**src/rtl/flash_pkg.sv**
```systemverilog
// Shared state encoding, bridge direction codes and defaults for the flash sequencer.
package flash_pkg;

  localparam logic [2:0] ST_IDLE   = 3'd0;
  localparam logic [2:0] ST_ISSUE  = 3'd1;
  localparam logic [2:0] ST_WAIT   = 3'd2;
  localparam logic [2:0] ST_GAP    = 3'd3;
  localparam logic [2:0] ST_FINISH = 3'd4;

  localparam logic FB_DIR_READ  = 1'b1;
  localparam logic FB_DIR_WRITE = 1'b0;

  localparam logic [7:0] DEF_BASE_ADDR = 8'h00;

  // Flash byte address of buffer entry idx; wraps modulo 256.
  function automatic logic [7:0] flash_addr(input logic [7:0] base, input logic [5:0] idx);
    return base + {2'b00, idx};
  endfunction

endpackage

```
**src/rtl/flash_seq_if.sv**
```systemverilog
// Request/completion bus between the sequencer (master) and the flash bridge (slave).
interface flash_seq_if;

  logic [7:0] fb_addr;
  logic [7:0] fb_wdata;
  logic       fb_dir;
  logic       fb_start;
  logic       fb_done;
  logic [7:0] fb_rdata;

  modport master (output fb_addr, output fb_wdata, output fb_dir, output fb_start,
                  input fb_done, input fb_rdata);
  modport slave  (input fb_addr, input fb_wdata, input fb_dir, input fb_start,
                  output fb_done, output fb_rdata);

endinterface

```
**src/rtl/flash_seq_buf.sv**
```systemverilog
// Score byte buffer: host and sequencer write ports (sequencer wins), two combinational read ports.
module flash_seq_buf #(
  parameter int NBYTES = 8
) (
  input  logic       CLK_50MHZ,
  input  logic       host_we,
  input  logic [5:0] host_widx,
  input  logic [7:0] host_wdata,
  input  logic [5:0] host_ridx,
  output logic [7:0] host_rdata,
  input  logic       seq_we,
  input  logic [5:0] seq_widx,
  input  logic [7:0] seq_wdata,
  input  logic [5:0] seq_ridx,
  output logic [7:0] seq_rdata
);

  localparam int         AW  = (NBYTES > 1) ? $clog2(NBYTES) : 1;
  localparam logic [6:0] NB7 = 7'(NBYTES);

  logic [7:0] mem_r [2**AW];
  logic       host_wok_s;
  logic       seq_wok_s;

  assign host_wok_s = ({1'b0, host_widx} < NB7);
  assign seq_wok_s  = ({1'b0, seq_widx} < NB7);

  // Buffer storage; contents deliberately survive reset.
  always_ff @(posedge CLK_50MHZ) begin
    if (seq_we && seq_wok_s) begin
      mem_r[seq_widx[AW-1:0]] <= seq_wdata;
    end else if (host_we && host_wok_s) begin
      mem_r[host_widx[AW-1:0]] <= host_wdata;
    end
  end

  // Out-of-range indices read as zero instead of aliasing onto real entries.
  assign host_rdata = ({1'b0, host_ridx} < NB7) ? mem_r[host_ridx[AW-1:0]] : 8'h00;
  assign seq_rdata  = ({1'b0, seq_ridx} < NB7)  ? mem_r[seq_ridx[AW-1:0]]  : 8'h00;

endmodule

```
**src/rtl/flash_seq.sv**
```systemverilog
// Flash sequencer: streams the score buffer to/from the flash bridge one byte per handshake,
// with a one-cycle gap between bytes and a per-byte completion timeout.
module flash_seq
  import flash_pkg::*;
#(
  parameter int         NBYTES      = 8,
  parameter logic [7:0] BASE_ADDR   = DEF_BASE_ADDR,
  parameter int         TIMEOUT_CYC = 1023
) (
  input  logic              CLK_50MHZ,
  input  logic              RST,
  input  logic              save,
  input  logic              load,
  input  logic              wr_en,
  input  logic [5:0]        wr_idx,
  input  logic [7:0]        wr_data,
  input  logic [5:0]        rd_idx,
  output logic [7:0]        rd_data,
  output logic              busy,
  output logic              done,
  output logic              err,
  flash_seq_if.master       fb
);

  localparam int            CW       = (TIMEOUT_CYC > 1) ? $clog2(TIMEOUT_CYC) : 1;
  localparam logic [CW-1:0] CNT_LAST = CW'(TIMEOUT_CYC - 1);
  localparam logic [5:0]    IDX_LAST = 6'(NBYTES - 1);

  logic [2:0]    state_r, state_nxt_s;
  logic [5:0]    idx_r, idx_nxt_s;
  logic [CW-1:0] cnt_r, cnt_nxt_s;
  logic [7:0]    fb_addr_r, fb_addr_nxt_s;
  logic [7:0]    fb_wdata_r, fb_wdata_nxt_s;
  logic          fb_dir_r, fb_dir_nxt_s;
  logic          fb_start_r, fb_start_nxt_s;
  logic          err_r, err_nxt_s;
  logic          seq_we_s;
  logic [7:0]    seq_rdata_s;
  logic          timeout_s;
  logic          last_s;

  assign timeout_s = (cnt_r == CNT_LAST);
  assign last_s    = (idx_r == IDX_LAST);

  flash_seq_buf #(.NBYTES(NBYTES)) u_buf (
    .CLK_50MHZ  (CLK_50MHZ),
    .host_we    (wr_en & ~busy),
    .host_widx  (wr_idx),
    .host_wdata (wr_data),
    .host_ridx  (rd_idx),
    .host_rdata (rd_data),
    .seq_we     (seq_we_s),
    .seq_widx   (idx_r),
    .seq_wdata  (fb.fb_rdata),
    .seq_ridx   (idx_r),
    .seq_rdata  (seq_rdata_s)
  );

  // State and datapath registers with synchronous reset.
  always_ff @(posedge CLK_50MHZ) begin
    if (RST) begin
      state_r    <= ST_IDLE;
      idx_r      <= 6'd0;
      cnt_r      <= '0;
      fb_addr_r  <= 8'h00;
      fb_wdata_r <= 8'h00;
      fb_dir_r   <= FB_DIR_WRITE;
      fb_start_r <= 1'b0;
      err_r      <= 1'b0;
    end else begin
      state_r    <= state_nxt_s;
      idx_r      <= idx_nxt_s;
      cnt_r      <= cnt_nxt_s;
      fb_addr_r  <= fb_addr_nxt_s;
      fb_wdata_r <= fb_wdata_nxt_s;
      fb_dir_r   <= fb_dir_nxt_s;
      fb_start_r <= fb_start_nxt_s;
      err_r      <= err_nxt_s;
    end
  end

  // Next-state logic.
  always_comb begin
    state_nxt_s = state_r;
    case (state_r)
      ST_IDLE: begin
        if (save || load) state_nxt_s = ST_ISSUE;
        else              state_nxt_s = ST_IDLE;
      end
      ST_ISSUE: state_nxt_s = ST_WAIT;
      ST_WAIT: begin
        if (fb.fb_done)     state_nxt_s = ST_GAP;
        else if (timeout_s) state_nxt_s = ST_FINISH;
        else                state_nxt_s = ST_WAIT;
      end
      ST_GAP: begin
        if (last_s) state_nxt_s = ST_FINISH;
        else        state_nxt_s = ST_ISSUE;
      end
      ST_FINISH: state_nxt_s = ST_IDLE;
      default:   state_nxt_s = ST_IDLE;
    endcase
  end

  // Next values of the registered outputs and datapath; save has priority over load.
  always_comb begin
    idx_nxt_s      = idx_r;
    cnt_nxt_s      = cnt_r;
    fb_addr_nxt_s  = fb_addr_r;
    fb_wdata_nxt_s = fb_wdata_r;
    fb_dir_nxt_s   = fb_dir_r;
    fb_start_nxt_s = fb_start_r;
    err_nxt_s      = err_r;
    seq_we_s       = 1'b0;
    case (state_r)
      ST_IDLE: begin
        if (save) begin
          fb_dir_nxt_s = FB_DIR_WRITE;
          idx_nxt_s    = 6'd0;
          err_nxt_s    = 1'b0;
        end else if (load) begin
          fb_dir_nxt_s = FB_DIR_READ;
          idx_nxt_s    = 6'd0;
          err_nxt_s    = 1'b0;
        end else begin
          idx_nxt_s = idx_r;
        end
      end
      ST_ISSUE: begin
        fb_addr_nxt_s  = flash_addr(BASE_ADDR, idx_r);
        fb_wdata_nxt_s = seq_rdata_s;
        fb_start_nxt_s = 1'b1;
        cnt_nxt_s      = '0;
      end
      ST_WAIT: begin
        if (fb.fb_done) begin
          seq_we_s       = (fb_dir_r == FB_DIR_READ);
          fb_start_nxt_s = 1'b0;
        end else if (timeout_s) begin
          fb_start_nxt_s = 1'b0;
          err_nxt_s      = 1'b1;
        end else begin
          cnt_nxt_s = cnt_r + CW'(1);
        end
      end
      ST_GAP: begin
        if (last_s) idx_nxt_s = idx_r;
        else        idx_nxt_s = idx_r + 6'd1;
      end
      ST_FINISH: fb_start_nxt_s = 1'b0;
      default:   fb_start_nxt_s = 1'b0;
    endcase
  end

  assign busy        = (state_r != ST_IDLE);
  assign done        = (state_r == ST_FINISH);
  assign err         = err_r;
  assign fb.fb_addr  = fb_addr_r;
  assign fb.fb_wdata = fb_wdata_r;
  assign fb.fb_dir   = fb_dir_r;
  // The request is withdrawn in the same cycle RST rises, not one edge later.
  assign fb.fb_start = fb_start_r & ~RST;

endmodule

```
**src/flat_wrapper.sv**
```systemverilog
// flat-port wrapper written by rule: the top's interface ports become plain ports
module flash_seq_flat import flash_pkg::*;
#(
  parameter int         NBYTES      = 8,
  parameter logic [7:0] BASE_ADDR   = DEF_BASE_ADDR,
  parameter int         TIMEOUT_CYC = 1023
)
  (CLK_50MHZ, RST, save, load, wr_en, wr_idx, wr_data, rd_idx, rd_data, busy, done, err, fb_fb_addr, fb_fb_wdata, fb_fb_dir, fb_fb_start, fb_fb_done, fb_fb_rdata);
  flash_seq_if fb_i ();
  input  logic CLK_50MHZ;
  input  logic RST;
  input  logic save;
  input  logic load;
  input  logic wr_en;
  input  logic [5:0] wr_idx;
  input  logic [7:0] wr_data;
  input  logic [5:0] rd_idx;
  output logic [7:0] rd_data;
  output logic busy;
  output logic done;
  output logic err;
  output wire logic [$bits(fb_i.fb_addr)-1:0] fb_fb_addr;
  output wire logic [$bits(fb_i.fb_wdata)-1:0] fb_fb_wdata;
  output wire logic [$bits(fb_i.fb_dir)-1:0] fb_fb_dir;
  output wire logic [$bits(fb_i.fb_start)-1:0] fb_fb_start;
  input wire logic [$bits(fb_i.fb_done)-1:0] fb_fb_done;
  input wire logic [$bits(fb_i.fb_rdata)-1:0] fb_fb_rdata;
  assign fb_fb_addr = fb_i.fb_addr;
  assign fb_fb_wdata = fb_i.fb_wdata;
  assign fb_fb_dir = fb_i.fb_dir;
  assign fb_fb_start = fb_i.fb_start;
  assign fb_i.fb_done = fb_fb_done;
  assign fb_i.fb_rdata = fb_fb_rdata;
  flash_seq #(.NBYTES(NBYTES), .BASE_ADDR(BASE_ADDR), .TIMEOUT_CYC(TIMEOUT_CYC)) u_core (.CLK_50MHZ(CLK_50MHZ), .RST(RST), .save(save), .load(load), .wr_en(wr_en), .wr_idx(wr_idx), .wr_data(wr_data), .rd_idx(rd_idx), .rd_data(rd_data), .busy(busy), .done(done), .err(err), .fb(fb_i));
endmodule
```
**config.mk**
```make
export PLATFORM = sky130hd
export DESIGN_NAME = flash_seq_flat
export DESIGN_NICKNAME = d
export VERILOG_FILES = /design/src/rtl/flash_pkg.sv /design/src/rtl/flash_seq_if.sv /design/src/rtl/flash_seq_buf.sv /design/src/rtl/flash_seq.sv /design/src/flat_wrapper.sv
export SDC_FILE = /design/constraint.sdc
export NUM_CORES = 1
export LEC_CHECK = 0
export ABC_CLOCK_PERIOD_IN_PS = 8900
export CORE_ASPECT_RATIO = 1.1
export CORE_MARGIN = 4
export CORE_UTILIZATION = 54
export CTS_BUF_LIST = sky130_fd_sc_hd__clkbuf_8
export CTS_CLUSTER_DIAMETER = 150
export DETAILED_ROUTE_END_ITERATION = 12
export HOLD_SLACK_MARGIN = 0.12
export PLACE_DENSITY = 0.84
export SYNTH_ARGS = -nofsm -noshare
export SYNTH_HDL_FRONTEND = slang
export SYNTH_HIERARCHICAL = 1
export SYNTH_SLANG_ARGS = --single-unit
```
**constraint.sdc**
```tcl
create_clock -name CLK_50MHZ -period 8.9 [get_ports CLK_50MHZ]
set_input_delay 1.78 -clock CLK_50MHZ [delete_from_list [all_inputs] [get_ports CLK_50MHZ]]
set_output_delay 1.78 -clock CLK_50MHZ [all_outputs]
set_load 0.01 [all_outputs]
```
==> flow_summary.yaml, run 1 <==
status:
  status: "complete, no violations"
synthesis:
  seq_area_frac_synth: 0.519
  yosys-top-cells-area: "edfxtp_1 (38%), dfxtp_1 (14%), mux2i_1 (13%)"
  synth_common_cells: "mux2i_1 (66), edfxtp_1 (64), nand2_1 (45), dfxtp_1 (36), a22o_1 (32)"
  ys.flop_type: "edfxtp_1"
  synth_most_common_cell: "mux2i_1"
  syn_inst: 454
  async_reset_ff_frac: 0
  synth_area_mm2: 0.00509
  netlist.area_leader.share: 0.377
  synth_area_per_cell_um2: 11.2
  ys_ff_latch: 100
  synth.distinct_cells: 56
  synth_edf_count: 64
  synth.largest_area_cell: "edfxtp_1"
  yosys_warnings: 6
critical_path:
  critPathCaptureType: "output port"
  crit_chain: "buf_2 > mux2i_1 > a22o_1 > nor3_1 > clkdlybuf4s50_1"
  worstPathArrival_ps: 3900
  crit_family: "buffers and inverters"
  critPathRequiredTime_ps: 7120
  critPathBufInv: 2
  critPathLaunchType: "input pin"
  path_max_fanout: 32
  cpMaxStageDelayCell: "buf_2"
  criticalPathCategory: "in2out"
  max_stage_delay_ps: 720
clocking:
  h-tree-depth: 3
  clk_pin_slew_worst_paths_ps: 100
  cts_resized: 0
  cts_buffer_depth: 2
  clk_latency_ps: 350
  root_buffer: "clkbuf_8"
  tritoncts: "built"
  clock-sinks: 100
  numCtsBuffers: 9
  cts_hold_buf: 0
  cts_setup_buffers: 0
timing:
  hold-worst-slack_ps: 457
  hold_violations: 0
  slew_viol_final: 0
  fin_crit_ps: 5680
  slew_headroom: 0.194
  skew_ps: 15.9
  tns_ps: 0
  post-route-period-util: 0.638
  rsz0062_at_grt: "no"
  worst_slew_pin_slew_ps: 1210
  setup_violations: 0
  fmax_mhz: 176
flow_run:
  cap_viol_max_count: 0
place:
  place_congestion: 0.918
  dp_cells: 599
  hpwl_mm: 8.29
  numPortBuffers: 60
  dpl_cell_area_mm2: 0.00572
cells_and_area:
  multi_input_area_mm2: 0.00230
  postLayoutCellArea_mm2: 0.00594
  areaGrowthSynthToFinish_pct: 16.6
  fin_cells: 615
  drive_above_1_share: 0.0858
  fin_nets: 533
  fillers: 711
  seq_area_mm2: 0.00264
  diodes: 0
pwr:
  p_leak_nw: 1.95
  p_per_area_mw_per_mm2: 158
  total_power_mw: 0.938
  ir_drop_v: 0.0000934
die:
  core_mm2: 0.00901
  start_util: 0.565
  die_w_um: 101
  die_h_um: 110
  die_area_mm2: 0.0110
  ioPinCount: 63
  rows: 36
global_routing:
  grt_pass1_vias: 3971
  grt_usage: 0.225
  grt.overflow.total: 0
  antenna_found_initial: 0
  grt_max_degree: 42
  grt_pass1_wl_mm: 19.4
hold_path:
  worstHoldPathType: "reg2reg"
drt:
  postRouteAntennaNets: 0
  dr.pass1.iters: 5
  wl_per_cell_um: 19.5
  routed_wl_mm: 12.0
  dr_total_vias: 3936
  drt_iter0_markers: 280
  vias_per_cell: 6.40
  drc_errors: 0
area by class of cell:
cell class | instances | area share
sequential | 100 | 0.445
multi-input combinational | 317 | 0.387
timing repair buffer | 63 | 0.104
tap | 114 | 0.0240
clock buffer | 9 | 0.0209
clock inverter | 7 | 0.0154
inverter | 5 | 0.00316
logic make-up after synthesis:
group / after synthesis / share of synthesized area
and+or+nand+nor: 138 / 0.144
AOI/OAI and AO/OA: 100 / 0.143
DFF: 100 / 0.519
muxes: 74 / 0.147
buffers and inverters: 38 / 0.0393
adders and majority gates: 3 / 0.00737
other: 1 / 0.000737
final timing paths:
path	start	end	slack (ps)	cells past startpoint
setup / recovery	rd_idx[1]	rd_data[0]	3220	5
hold / removal	u_core/fb.fb_addr[4]	u_core/fb.fb_addr[4]	460	2
setup reg to reg	u_core/state_r[1]	u_core/u_buf/mem_r[7][2]	5580	4
hold reg to reg	u_core/fb.fb_addr[4]	u_core/fb.fb_addr[4]	460	2
sequential cells by signal, indices dropped and copies added, names as in the netlist:
| signal | count |
|---|---|
| u_core/u_buf/mem_r | 64 |
| u_core/cnt_r | 10 |
| u_core/fb.fb_wdata | 8 |
| u_core/fb.fb_addr | 6 |
| u_core/idx_r | 6 |
| u_core/state_r | 3 |
| u_core/err | 1 |
| u_core/fb.fb_dir | 1 |
| u_core/fb_start_r | 1 |
routing by layer:
metal | part of all wire | up-vias | global-route usage
met5 | 0 | - | 0
met4 | 0.030 | 0 | 0.0895
met3 | 0.061 | 27 | 0.0336
met2 | 0.50 | 191 | 0.386
met1 | 0.41 | 1910 | 0.285
li1 | - | 1808 | -
cell usage in the layout (no fill, tap or decap), types with 3 or more instances in the layout:
cell             count
a22o_1              32
nand3_1             14
nand2_1             45
or3_1                3
ha_1                 3
edfxtp_1            64
nor3_1              22
a32o_1               4
a21oi_1             25
buf_4                3
o32ai_2              6
mux2i_1             66
nor2b_1              9
o22ai_1              4
inv_1                6
mux2_2               8
and2_1               5
o21ai_0             10
nor3b_1              3
nand3b_1             3
dfxtp_1             35
nand2b_1             5
a311oi_1             3
nor2_1               9
clkdlybuf4s50_1     59
clkbuf_8             9
through the flow:
step | util | worst slack (ps)
2_1_floorplan | - | 4370
3_3_place_gp | 0.635 | 3380
3_5_place_dp | 0.635 | 3260
4_1_cts | 0.659 | 3260
5_1_grt | 0.659 | 3180
6_report | 0.659 | 3220
where the power goes:
group	internal (mW)	total [mW]	leakage [nW]	switching, mW
sequential	0.501	0.512	0.868	0.0110
combinational	0.0552	0.116	0.970	0.0604
clock	0.158	0.310	0.111	0.153
total	0.714	0.938	1.95	0.224
worst reg2reg max path: stages (launching register included):
cell and delay [ps]:
dfxtp_1 510, nor3b_1 720, and3_1 240, or4b_4 580, o32ai_2 890
Power figures use the tool's default switching activity.
==> run 2: changes to the inputs <==
- ABC_CLOCK_PERIOD_IN_PS: 8900 -> 5850
- clock period: 8.9 -> 5.85 ns (I/O delays scaled with it)
==> run 2 against run 1 <==
Setup slack lost 1800 ps; total power grew 47%; first-iteration DRC count grew 7.9%; core utilization shrank 0.28 points; critical path type unchanged; sequential share of layout area grew 0.19 points; register-to-register slack lost 3000 ps; highest routed layer unchanged.
==> flow_summary.yaml, run 2 (synthesis gave the netlist of run 1 again) <==
critical_path:
  worstPathArrival_ps: 3270
  path_max_fanout: 32
  max_stage_delay_ps: 710
  r2r_slack_ps: 2540
  r2r-start: "u_core/state_r[1]"
  critPathCaptureType: "output port"
  crit_chain: "buf_2 > mux2i_1 > a22o_1 > nor3_1 > clkdlybuf4s50_1"
  reg2reg_depth: 4
  critPathRequiredTime_ps: 4680
  criticalPathCategory: "in2out"
  rr_endpoint: "u_core/u_buf/mem_r[7][6]"
  cpMaxStageDelayCell: "buf_2"
  critPathLaunchType: "input pin"
die:
  rows: 36
  die_area_mm2: 0.0110
  core_mm2: 0.00901
  ioPinCount: 63
  start_util: 0.565
  die_h_um: 110
  die_w_um: 101
hold_path:
  worstHoldStart: "u_core/fb.fb_addr[4]"
  whs_path_depth: 2
  worstHoldPathType: "reg2reg"
  min_to: "u_core/fb.fb_addr[4]"
timing:
  skew_ps: 19.9
  finalWorstSetupSlack_ps: 1410
  fmax_mhz: 225
  setup_violations: 0
  hold_violations: 0
  fin_crit_ps: 4440
  rsz0062_at_grt: "no"
  worst_slew_pin_slew_ps: 1180
  post-route-period-util: 0.759
  slew_viol_final: 0
  tns_ps: 0
  slew_headroom: 0.215
pwr:
  p_per_area_mw_per_mm2: 233
  p_leak_nw: 1.94
  total_power_mw: 1.38
  ir_drop_v: 0.000133
clocking:
  cts_resized: 0
  h-tree-depth: 3
  numCtsBuffers: 9
  tritoncts: "built"
  clk_pin_slew_worst_paths_ps: 100
  cts_hold_buf: 0
  cts_buffer_depth: 2
  clock-sinks: 100
  clk_latency_ps: 370
  root_buffer: "clkbuf_8"
  cts_setup_buffers: 0
cells_and_area:
  drive_above_1_share: 0.0878
  final_common_cell: "mux2i_1"
  largest_register_ffs: 64
  fin_cells: 615
  fin_nets: 533
  fillers: 697
  areaGrowthSynthToFinish_pct: 16.1
  layout_common_cells: "mux2i_1 (66), edfxtp_1 (64), clkdlybuf4s50_1 (59), nand2_1 (45), dfxtp_1 (35)"
  diodes: 0
global_routing:
  antenna_found_initial: 0
  grt_pass1_vias: 3935
  grt_max_degree: 42
  grt_pass1_wl_mm: 19.3
  grt_usage: 0.224
  grt.overflow.total: 0
status:
  status: "complete, no violations"
drt:
  wl_per_cell_um: 19.2
  routed_wl_mm: 11.8
  postRouteAntennaNets: 0
  drc_errors: 0
  drt_iter0_markers: 302
  dr.pass1.iters: 5
  dr_total_vias: 3913
  vias_per_cell: 6.36
place:
  place_ws_ps: 1440
  dp_cells: 599
  numPortBuffers: 60
  place_congestion: 0.918
  hpwl_mm: 8.28
flow_run:
  cap_viol_max_count: 0
## run 2: layer usage
| metal | vias up | part of all wire | track usage |
|---|---|---|---|
| li1 | 1822 | - | - |
| met1 | 1885 | 0.40 | 0.278 |
| met2 | 181 | 0.50 | 0.389 |
| met3 | 25 | 0.072 | 0.0368 |
| met4 | 0 | 0.025 | 0.0876 |
| met5 | - | 0 | 0 |
## run 2: metrics by stage
step,cell area [um^2],util,hold WS (ps)
2_1_floorplan,5090,-,458
3_3_place_gp,5720,0.635,442
3_5_place_dp,5720,0.635,450
4_1_cts,5910,0.656,465
5_1_grt,5910,0.656,478
6_report,5910,0.656,459
## run 2: how the worst max path moves through the flow
stage | startpoint | endpoint | slack (ps) | cells past startpoint
floorplan | rd_idx[1] | rd_data[4] | 2540 | 5
global placement | rd_idx[1] | rd_data[4] | 1550 | 5
detailed placement | rd_idx[1] | rd_data[0] | 1440 | 5
CTS | rd_idx[1] | rd_data[0] | 1440 | 5
global route | rd_idx[1] | rd_data[0] | 1370 | 5
finish | rd_idx[1] | rd_data[0] | 1410 | 5
## run 2: worst max-delay path, delay by kind of cell
kind | cells | cell delay, ps
multiplexers | 1 | 210
buffers and inverters | 2 | 1310
AND/OR/NAND/NOR | 1 | 280
AO/OA/AOI/OAI | 1 | 280
## run 2: power breakdown
group	internal, mW	leakage [nW]	total [mW]	switching, mW
registers	0.763	0.868	0.780	0.0171
logic	0.0839	0.970	0.175	0.0906
clock network	0.167	0.100	0.424	0.257
## run 2: area by class of cell
type,instances,area [um^2],share of cell area
Clock buffer,9,124,0.0210
Inverter,5,18.8,0.00318
Sequential cell,100,2640,0.447
Multi-Input combinational cell,317,2300,0.389
Tap cell,114,143,0.0241
Clock inverter,7,66.3,0.0112
Timing Repair Buffer,63,618,0.105
==> run 3: changes to the inputs <==
- ABC_CLOCK_PERIOD_IN_PS: 5850 -> 3900
- CORE_UTILIZATION: 54 -> 52
- clock period: 5.85 -> 3.9 ns (I/O delays scaled with it)
==> run 3 against run 2 <==
First-iteration DRC count is 17% lower; sequential share of layout area is 0.31 points lower; sequential power is 50% higher; largest power group unchanged; clock power is 55% higher; critical path type unchanged.
==> flow_summary.yaml, run 3 (synthesis gave the netlist of run 1 again) <==
clocking:
  clk_latency_ps: 360
  cts_buffer_depth: 2
  root_buffer: "clkbuf_8"
  numCtsBuffers: 9
  cts_hold_buf: 0
  tritoncts: "built"
  cts_setup_buffers: 0
  h-tree-depth: 3
  clock-sinks: 100
  clk_pin_slew_worst_paths_ps: 100
  cts_resized: 0
timing:
  post-route-period-util: 0.921
  rsz0062_at_grt: "no"
  skew_ps: 14.3
  slew_viol_final: 0
  hold_violations: 0
  worst_slew_pin_slew_ps: 1180
  setup_violations: 0
  slew_headroom: 0.212
  fin_crit_ps: 3590
  fmax_mhz: 278
  tns_ps: 0
drt:
  postRouteAntennaNets: 0
  drc_errors: 0
  vias_per_cell: 6.17
  wl_per_cell_um: 19.3
  dr.pass1.iters: 5
  dr_total_vias: 3872
  routed_wl_mm: 12.1
  drt_iter0_markers: 252
place:
  hpwl_mm: 8.47
  numPortBuffers: 60
  place_congestion: 0.897
global_routing:
  grt_usage: 0.214
  grt_max_degree: 42
  grt_pass1_wl_mm: 19.0
  grt_pass1_vias: 3822
  grt.overflow.total: 0
  antenna_found_initial: 0
critical_path:
  worstPathArrival_ps: 2810
  r2r-start: "u_core/state_r[1]"
  max_stage_delay_ps: 650
  r2r_slack_ps: 1230
  crit_top_cell: "clkdlybuf4s50_1"
  critPathRequiredTime_ps: 3120
  path_max_fanout: 8
  criticalPathCategory: "in2out"
  critPathLaunchType: "input pin"
  startpoint: "rd_idx[0]"
  critPathCaptureType: "output port"
  crit_chain: "clkdlybuf4s50_1 > nor2b_1 > a22o_1 > nor3_1 > clkdlybuf4s50_1"
  cpMaxStageDelayCell: "nor2b_1"
die:
  start_util: 0.539
  die_area_mm2: 0.0114
  core_mm2: 0.00944
  ioPinCount: 63
  die_h_um: 112
  rows: 37
  die_w_um: 102
cells_and_area:
  final_common_cell: "mux2i_1"
  largest_register_ffs: 64
  drive_above_1_share: 0.0939
  final_util: 0.630
  fin_nets: 543
  diodes: 0
  layout_common_cells: "mux2i_1 (66), edfxtp_1 (64), clkdlybuf4s50_1 (59), nand2_1 (45), dfxtp_1 (35)"
  areaGrowthSynthToFinish_pct: 16.9
pwr:
  p_leak_nw: 1.99
  total_power_mw: 2.09
  p_per_area_mw_per_mm2: 351
  ir_drop_v: 0.000241
flow_run:
  cap_viol_max_count: 0
hold_path:
  worstHoldStart: "u_core/fb.fb_wdata[4]"
  worstHoldPathType: "reg2reg"
status:
  status: "complete, no violations"
==> run 3: path summary, 6_finish.rpt <==
path | to | depth (start not counted)
max reg2reg | u_core/u_buf/mem_r[0][6] | 7
min reg2reg | u_core/fb.fb_wdata[4] | 2
min | u_core/fb.fb_wdata[4] | 2
max | rd_data[4] | 5
==> run 3: layout make-up <==
cell class / count / area, um^2
Fill cell: 728 / 3490
Inverter: 5 / 18.8
Sequential cell: 100 / 2640
Tap cell: 117 / 146
Multi-Input combinational cell: 317 / 2250
Clock buffer: 9 / 124
Timing Repair Buffer: 73 / 693
Clock inverter: 7 / 73.8
==> run 3: through the flow <==
stage / hold slack [ps] / std cells / instance area [um^2] / setup WS (ps)
floorplan: 458 / 455 / 5090 / 966
global placement: 445 / 612 / 5750 / 391
detailed placement: 452 / 612 / 5750 / 378
global route: 486 / 628 / 5950 / 310
finish: 463 / 628 / 5950 / 309
CTS: 469 / 628 / 5950 / 365
==> run 3: per-layer routing <==
metal | global-route usage | vias to the layer above | wire length, um
met5 | 0 | - | 0
met4 | 0.0674 | 0 | 215
met3 | 0.0363 | 15 | 766
met2 | 0.365 | 149 | 6200
met1 | 0.275 | 1872 | 4940
li1 | - | 1836 | -
==> run 3: report_power, final <==
group / switching, mW / total (mW) / leakage, nW / internal (mW)
logic: 0.139 / 0.266 / 1.02 / 0.128
registers: 0.0247 / 1.17 / 0.868 / 1.14
clock network: 0.356 / 0.657 / 0.104 / 0.301
==> run 3: worst max-delay path: cells and delay by family <==
kind | cells | cell delay [ps]
buffers and inverters | 2 | 1020
AND/OR/NAND/NOR | 2 | 730
AO/OA/AOI/OAI | 1 | 280
